### config.mk
export PLATFORM = sky130hd
export DESIGN_NAME = mc_ctrl
export DESIGN_NICKNAME = d
export VERILOG_FILES = /design/src/rtl/mc_ctrl.sv
export SDC_FILE = /design/constraint.sdc
export NUM_CORES = 1
export LEC_CHECK = 0
export ABC_CLOCK_PERIOD_IN_PS = 3200
export CAP_MARGIN = 5
export CORE_MARGIN = 4
export CORE_UTILIZATION = 31
export DETAILED_ROUTE_END_ITERATION = 16
export PLACE_DENSITY = 0.8
export SETUP_SLACK_MARGIN = 0.02
export SLEW_MARGIN = 5
export SYNTH_ARGS = -nofsm -noshare
export SYNTH_HDL_FRONTEND = slang
export SYNTH_SLANG_ARGS = --single-unit
### constraint.sdc
create_clock -name clk -period 3.2 [get_ports clk]
set_input_delay 0.96 -clock clk [delete_from_list [all_inputs] [get_ports clk]]
set_output_delay 0.96 -clock clk [all_outputs]
set_load 0.02 [all_outputs]
### src/rtl/mc_ctrl.sv
// Multi-cycle MIPS-subset control FSM: FETCH/DECODE/EXEC/MEM/WB sequencing and datapath selects.
// Optional feature: define MC_CTRL_PERF_CNT_EN to add a 32-bit completed-instruction counter.
module mc_ctrl (
  input  logic       clk,
  input  logic       reset,
  input  logic [5:0] OP,
  input  logic [5:0] func,
  input  logic       Zero,
  input  logic       mem_ready,
  output logic       mem_req,
  output logic       IRWE,
  output logic       PCWE,
  output logic [1:0] Reg_dst,
  output logic [1:0] MtoR,
  output logic [1:0] PC_src,
  output logic [1:0] s_type,
  output logic [3:0] ALUOP,
  output logic [2:0] Shift_ctrl,
  output logic       ALU_src,
  output logic       RWE,
  output logic       MWE,
  output logic [2:0] state
`ifdef MC_CTRL_PERF_CNT_EN
  ,
  output logic [31:0] instr_cnt
`endif
);

  typedef enum logic [2:0] {
    FETCH  = 3'd0,
    DECODE = 3'd1,
    EXEC   = 3'd2,
    MEM    = 3'd3,
    WB     = 3'd4
  } state_t;

  state_t r_state;
  state_t w_next;

  logic       w_isAlu;
  logic       w_isLw;
  logic       w_isSw;
  logic       w_isBeq;
  logic       w_isJmp;
  logic       w_isJal;
  logic       w_isJr;
  logic [1:0] w_regDst;
  logic [1:0] w_mtoR;
  logic [1:0] w_pcSrc;
  logic [3:0] w_aluOp;
  logic [2:0] w_shiftCtrl;
  logic       w_aluSrc;

  // Instruction decode; unrecognised encodings leave everything at zero and run as a no-op.
  always_comb begin
    w_isAlu     = 1'b0;
    w_isLw      = 1'b0;
    w_isSw      = 1'b0;
    w_isBeq     = 1'b0;
    w_isJmp     = 1'b0;
    w_isJal     = 1'b0;
    w_isJr      = 1'b0;
    w_regDst    = 2'd0;
    w_mtoR      = 2'd0;
    w_pcSrc     = 2'd0;
    w_aluOp     = 4'd0;
    w_shiftCtrl = 3'd0;
    w_aluSrc    = 1'b0;
    case (OP)
      6'h00: begin
        case (func)
          6'h21: begin w_isAlu = 1'b1; w_regDst = 2'd1; w_aluOp = 4'd0; end
          6'h23: begin w_isAlu = 1'b1; w_regDst = 2'd1; w_aluOp = 4'd1; end
          6'h00: begin w_isAlu = 1'b1; w_regDst = 2'd1; w_aluOp = 4'd4; end
          6'h08: begin w_isJr  = 1'b1; w_pcSrc  = 2'd3; end
          default: ;
        endcase
      end
      6'h0D: begin w_isAlu = 1'b1; w_aluOp = 4'd2; w_aluSrc = 1'b1; w_shiftCtrl = 3'd0; end
      6'h0F: begin w_isAlu = 1'b1; w_aluOp = 4'd3; w_aluSrc = 1'b1; w_shiftCtrl = 3'd2; end
      6'h23: begin w_isLw  = 1'b1; w_aluSrc = 1'b1; w_shiftCtrl = 3'd1; w_mtoR = 2'd1; end
      6'h2B: begin w_isSw  = 1'b1; w_aluSrc = 1'b1; w_shiftCtrl = 3'd1; end
      6'h04: begin w_isBeq = 1'b1; w_aluOp = 4'd1; w_shiftCtrl = 3'd1; w_pcSrc = 2'd1; end
      6'h02: begin w_isJmp = 1'b1; w_pcSrc = 2'd2; end
      6'h03: begin w_isJal = 1'b1; w_pcSrc = 2'd2; w_regDst = 2'd2; w_mtoR = 2'd2; end
      default: ;
    endcase
  end

  always_ff @(posedge clk) begin
    if (!reset) r_state <= FETCH;
    else        r_state <= w_next;
  end

  always_comb begin
    w_next = FETCH;
    case (r_state)
      FETCH:  w_next = mem_ready ? DECODE : FETCH;
      DECODE: w_next = EXEC;
      EXEC: begin
        if (w_isAlu)               w_next = WB;
        else if (w_isLw || w_isSw) w_next = MEM;
        else                       w_next = FETCH;
      end
      MEM: begin
        if (!mem_ready)  w_next = MEM;
        else if (w_isLw) w_next = WB;
        else             w_next = FETCH;
      end
      WB:      w_next = FETCH;
      default: w_next = FETCH;
    endcase
  end

  // Selects follow the decode for the whole EXEC..WB span; enables are killed while reset is low.
  always_comb begin
    mem_req    = 1'b0;
    IRWE       = 1'b0;
    PCWE       = 1'b0;
    RWE        = 1'b0;
    MWE        = 1'b0;
    Reg_dst    = 2'd0;
    MtoR       = 2'd0;
    PC_src     = 2'd0;
    s_type     = 2'd0;
    ALUOP      = 4'd0;
    Shift_ctrl = 3'd0;
    ALU_src    = 1'b0;
    if (r_state == EXEC || r_state == MEM || r_state == WB) begin
      Reg_dst    = w_regDst;
      MtoR       = w_mtoR;
      PC_src     = w_pcSrc;
      ALUOP      = w_aluOp;
      Shift_ctrl = w_shiftCtrl;
      ALU_src    = w_aluSrc;
    end
    case (r_state)
      FETCH: begin
        mem_req = 1'b1;
        IRWE    = mem_ready;
        PCWE    = mem_ready;
      end
      EXEC: begin
        PCWE = w_isJmp | w_isJal | w_isJr | (w_isBeq & Zero);
        RWE  = w_isJal;
      end
      MEM: begin
        mem_req = 1'b1;
        MWE     = w_isSw;
      end
      WB:      RWE = 1'b1;
      default: ;
    endcase
    if (!reset) begin
      mem_req = 1'b0;
      IRWE    = 1'b0;
      PCWE    = 1'b0;
      RWE     = 1'b0;
      MWE     = 1'b0;
    end
  end

  assign state = r_state;

`ifdef MC_CTRL_PERF_CNT_EN
  logic [31:0] r_instrCnt;

  always_ff @(posedge clk) begin
    if (!reset)
      r_instrCnt <= 32'd0;
    else if (r_state != FETCH && w_next == FETCH)
      r_instrCnt <= r_instrCnt + 32'd1;
  end

  assign instr_cnt = r_instrCnt;
`endif

endmodule

Word level (Yosys, flattened, before mapping)
Cells that the tools add are included.
- equality and inequality tests: 14
- multiplexer cells: 40
- reductions and logical operators: 12
- bitwise operators: 4
- operators with widths (cell ; number):
    6-bit equality test (second input constant) ; 4
    3-bit case mux with 4 select lines ; 2
    1-bit 2-to-1 mux ; 20
    6-bit by 4-bit equality test with 1-bit output (second input constant) ; 3
    6-bit by 2-bit equality test with 1-bit output (second input constant) ; 2
    6-bit zero test ; 2
    3-bit 2-to-1 mux ; 4
    2-bit case mux with 2 select lines ; 3
    2-bit 2-to-1 mux ; 5
    3-bit by 2-bit equality test with 1-bit output (second input constant) ; 2
    6-bit by 3-bit equality test with 1-bit output (second input constant) ; 1
    1-bit case mux with 2 select lines ; 3
    2-bit case mux with 3 select lines ; 1
    3-bit case mux with 2 select lines ; 1
    2-bit OR reduction ; 3
    3-bit OR reduction ; 2
    4-bit 2-to-1 mux ; 1
    4-bit OR reduction ; 1
    3-bit by 1-bit equality test with 1-bit output (second input constant) ; 1
    3-bit equality test (second input constant) ; 1
    3-bit zero test ; 1
    1-bit logical OR ; 3
    1-bit OR ; 3
    1-bit bitwise AND ; 1
- word-level logic and storage cells: 71
- register bits: 3

Depth between registers and ports, before layout
- depth in word-level cells: 7
- mapped depth: 5

Worst setup path before layout
OpenSTA, ideal clock, no wires.
- path kind: in2out
- from: input port OP[3]
- to: output port ALUOP[2]
- slack: -368 ps
- stages: 5
- data arrival time: 2608 ps
- path buffers: 1
- cells stage by stage: clkbuf_1 > nor4_2 > nand4b_1 > or2_2 > nor4_1
- cells in the longest elaborated chain, start to end: 3
- RTL lines (what ; RTL line ; text):
    from (decl) ; 6 ; input logic [5:0] OP,
    6-bit by 3-bit equality test with 1-bit output, or another cell as far along ; 69 ; case (OP)
    3-bit case mux with 4 select lines * ; 69 ;
    4-bit 2-to-1 mux * ; 129 ; if (r_state == EXEC || r_state == MEM || r_state == WB) begin
    to (decl) ; 17 ; output logic [3:0] ALUOP,
Every way passes the cells marked *; elsewhere a longest branch is shown, timed or not.

Worst setup path after layout
- from: input port OP[0]
- to: output port ALU_src
- cells in the longest elaborated chain, start to end: 4
- RTL lines (what ; RTL line ; text):
    6-bit equality test or 6-bit by 4-bit equality test with 1-bit output (tied branches) ; 69 ;
    4-bit OR reduction (no line) * ; -- ;
    1-bit 2-to-1 mux * ; 69 ;
    1-bit 2-to-1 mux * ; 129 ;
    to (decl) ; 19 ; output logic ALU_src,
Marks and branches as above.

==> summary.md <==
| Metric | Value |
|---|---|
| Initial DRT Pass Iterations | 6 |
| Area grow syn2layout | 117% |
| Clock skew | 0.00279 ns |
| Finished Cell Area | around 1100 sq um |
| Detail Placement HPWL | 1500 um |
| CTS tree | done |
| Core area | 1490 sq um |
| Full die area | 2270 sq um |
| Initial antenna violation count | 0 |
| Clock Sinks | 3 |
| Clock Pin Slew Worst Setup and Hold Paths | 0.04 ns |
| CP max-delay cell | or4b_4 |
| PwrDens | just under 200 nW/um^2 |
| Post-detailed-route wirelength per cell | between 10 and 15 um |
| Final Hold Fails | 0 |
| Status | finished, final reports clean |
| Final Max Tran Viols | 0 |
| Slowest cell delay on critical path | between 0.5 and 0.6 ns |
| CP Launch Type | input pin |
| Finished Layout Cells | between 100 and 150 |
| Antenna violation net count after detailed routing | 0 |
| Crit path arrival time | 2.21 ns |
| CP delay by family, top | simple AND/OR/NAND/NOR gates |
| Setup WS post-layout | 0.0305 ns |
| Clock buffer depth | 2 |
| Util after Layout | just over 70% |
| Num rows | 14 |
| Most common cell after layout, fill and taps aside | buf_4 |
| Static Leak | approximately 0.47 nW |
| Seq/Total Area, Yosys | about 12% |
| Critical Path Sink Type | output port |
| DRC | 0 |
| Ant. Diodes | 0 |
| Hold Path Class | register to register |
| Fmax | approximately 0.32 GHz |
| RSZ-0062 raised after global routing | false |
| IO Count | 40 |
| Yosys reg bits | 3 |
| Tot Pwr | between 200 and 250 uW |
| Post-place instance area | 1020 sq um |
| Share of post-route cells with drive strength above 1 | about half |
| Worst skew pair latency | 0.24 ns |
| Die X | between 40 and 50 um |
| Worst VDD drop | about 87 uV |
| Global-route wire length before repair | about 3100 um |
| Root Driver | clkbuf_4 |
| Die height | around 48 um |
| Initial Utilization | between 30 and 40% |
| Instance count of the mapped netlist | 74 |
| FILL cells | 126 |
| Total Routing Usage GR | 18.9% |
| Syn Area/Cell | roughly 6.6 sq um |
| Crit path buffers/inverters | 2 |
| Number of max-cap violations | 0 |
| Inst Count DP | roughly 140 |
| Crit path max fanout | 5 |
| Synth Area in XOR/XNOR | 1.80% |
| Nets | 149 |
| Simple-gate share of the synthesized area | roughly 53% |
| Synth Cell Area | about 500 sq um |
| H-Tree Depth | 1 |
| Cts bufs inserted | 3 |
| Synth warn | 0 |
| Setup Viol. Count Final | 0 |
| Routed vias/inst | approximately 5.5 |
| Largest net degree at the start of global routing | 10 |
| Crit path required time | between 2 and 2.5 ns |
| Post-Place Setup Slack | -0.787 ns |
| DR iter-0 viols | 22 |
| Crit Path Category | input pin to output port |
| Via count | between 800 and 900 |
| Final worst path period need | ~3.2 ns |
| Final cycle utilization of the critical path | between 90 and 100% |
| Synth Area in Adders | 0% |
| Synth Area in Compound Gates | 21.9% |
| Most frequent cells in the layout | 26 x buf_4, 8 x dlygate4sd2_1, 7 x clkdlybuf4s50_1 |
| Critical Path, Cell by Cell | dlygate4sd2_1, nand2_2, or4b_4, a21oi_1, buf_2 |
| Mux contribution to synthesized area | 0% |
| CTS Hold Buffers Added | 0 |
| Main combinational cell family by area after synthesis | simple AND/OR/NAND/NOR gates |
| Grt total ovfl | 0 |
| Vias in the first global route | 792 |
| DRT Wirelength | around 2100 um |
| Cell variety after synth | 37 |
| Gpl congestion | 0.830 |
| Max FFs per register | 3 |
| IO buf count | 35 |
[tightest hold or removal path, delay by kind of cell, from the launching register on]
family | cells | cell delay [ns]
and+or+nand+nor | 1 | 0.07
AOI/OAI and AO/OA | 1 | 0.06
buffers and inverters | 1 | 0.16
DFF | 1 | 0.30
[layer usage]
layer  up-vias  share of wire [%]  track usage (%)  routed length [um]
met1       380                 36             19.1                 767
met5         -                  0                0                   0
met3         8                8.2             2.63                 174
li1        383                  -                -                   -
met4         0                3.4             10.8                  72
met2        46                 52             36.4                1100
[layout make-up]
class,count,area [sq um],area share (%)
repair buffers,59,483,45.6
inverters,1,3.75,0.355
well taps,16,20.0,1.89
clock buffers,4,26.3,2.48
multi-input cells,65,465,44.0
flip-flops and latches,3,60.1,5.67
[cells in the mapped netlist, drive strengths merged]
cell    instances  share of area (%)
nand2b          3                3.9
nor4b           1                1.8
and3            2                2.8
o22ai           1                1.3
or2             1                1.3
nand2           6                5.1
o211ai          2                3.1
or3             1                1.3
and2            1                1.5
clkbuf          4                3.3
a21oi           6                6.9
nand3b          1                1.5
nand3           2                2.1
nor3            5                5.1
conb            1               0.77
buf             4                6.2
nor2            9                6.9
nor3b           3                4.6
xor2            1                1.8
o32a            1                2.1
o221a           1                2.3
nor2b           1                1.3
inv             1               0.77
nor4            2                3.9
or4b            1                2.1
o21ai           3                3.1
and4b           1                2.1
a311oi          1                1.8
a31oi           1                1.3
nand4           3                3.9
dfxtp           3                 12
nand4b          1                1.8
[stage by stage]
stage / TNS, ns / hold slack, ns
global route: 0 / 0.684
detailed placement: -9.78 / 0.620
CTS: 0 / 0.638
floorplan: -0.0423 / 0.715
global placement: -9.35 / 0.609
finish: 0 / 0.645
[power by group]
group	switching, mW	internal, mW
sequential	0.00158	0.0393
clock	0.0234	0.0470
combinational	0.0502	0.0454
total	0.0752	0.132
[worst paths after layout]
| kind | start | end | slack, ns | depth (start not counted) |
|---|---|---|---|---|
| worst min-delay path | state[0] | state[1] | 0.64 | 3 |
| worst min register to register | state[0] | state[1] | 0.64 | 3 |
| worst max-delay path | OP[0] | ALU_src | 0.03 | 5 |
| worst max register to register | state[0] | state[2] | 2.14 | 4 |
[kinds of logic after synthesis]
logic type,Yosys count
flip-flops,3
AO/OA/AOI/OAI,16
XOR/XNOR,1
AND/OR/NAND/NOR,44
buffers and inverters,9
other,1
[what timing repair did]
action / in CTS / in global routing
gates cloned: 0 / 0
gates resized for setup: 80 / 20
pin swaps: 10 / 8
buffers inserted: 1 / 0
endpoints found under the setup margin: 17 / 16
Power figures use the tool's default switching activity.
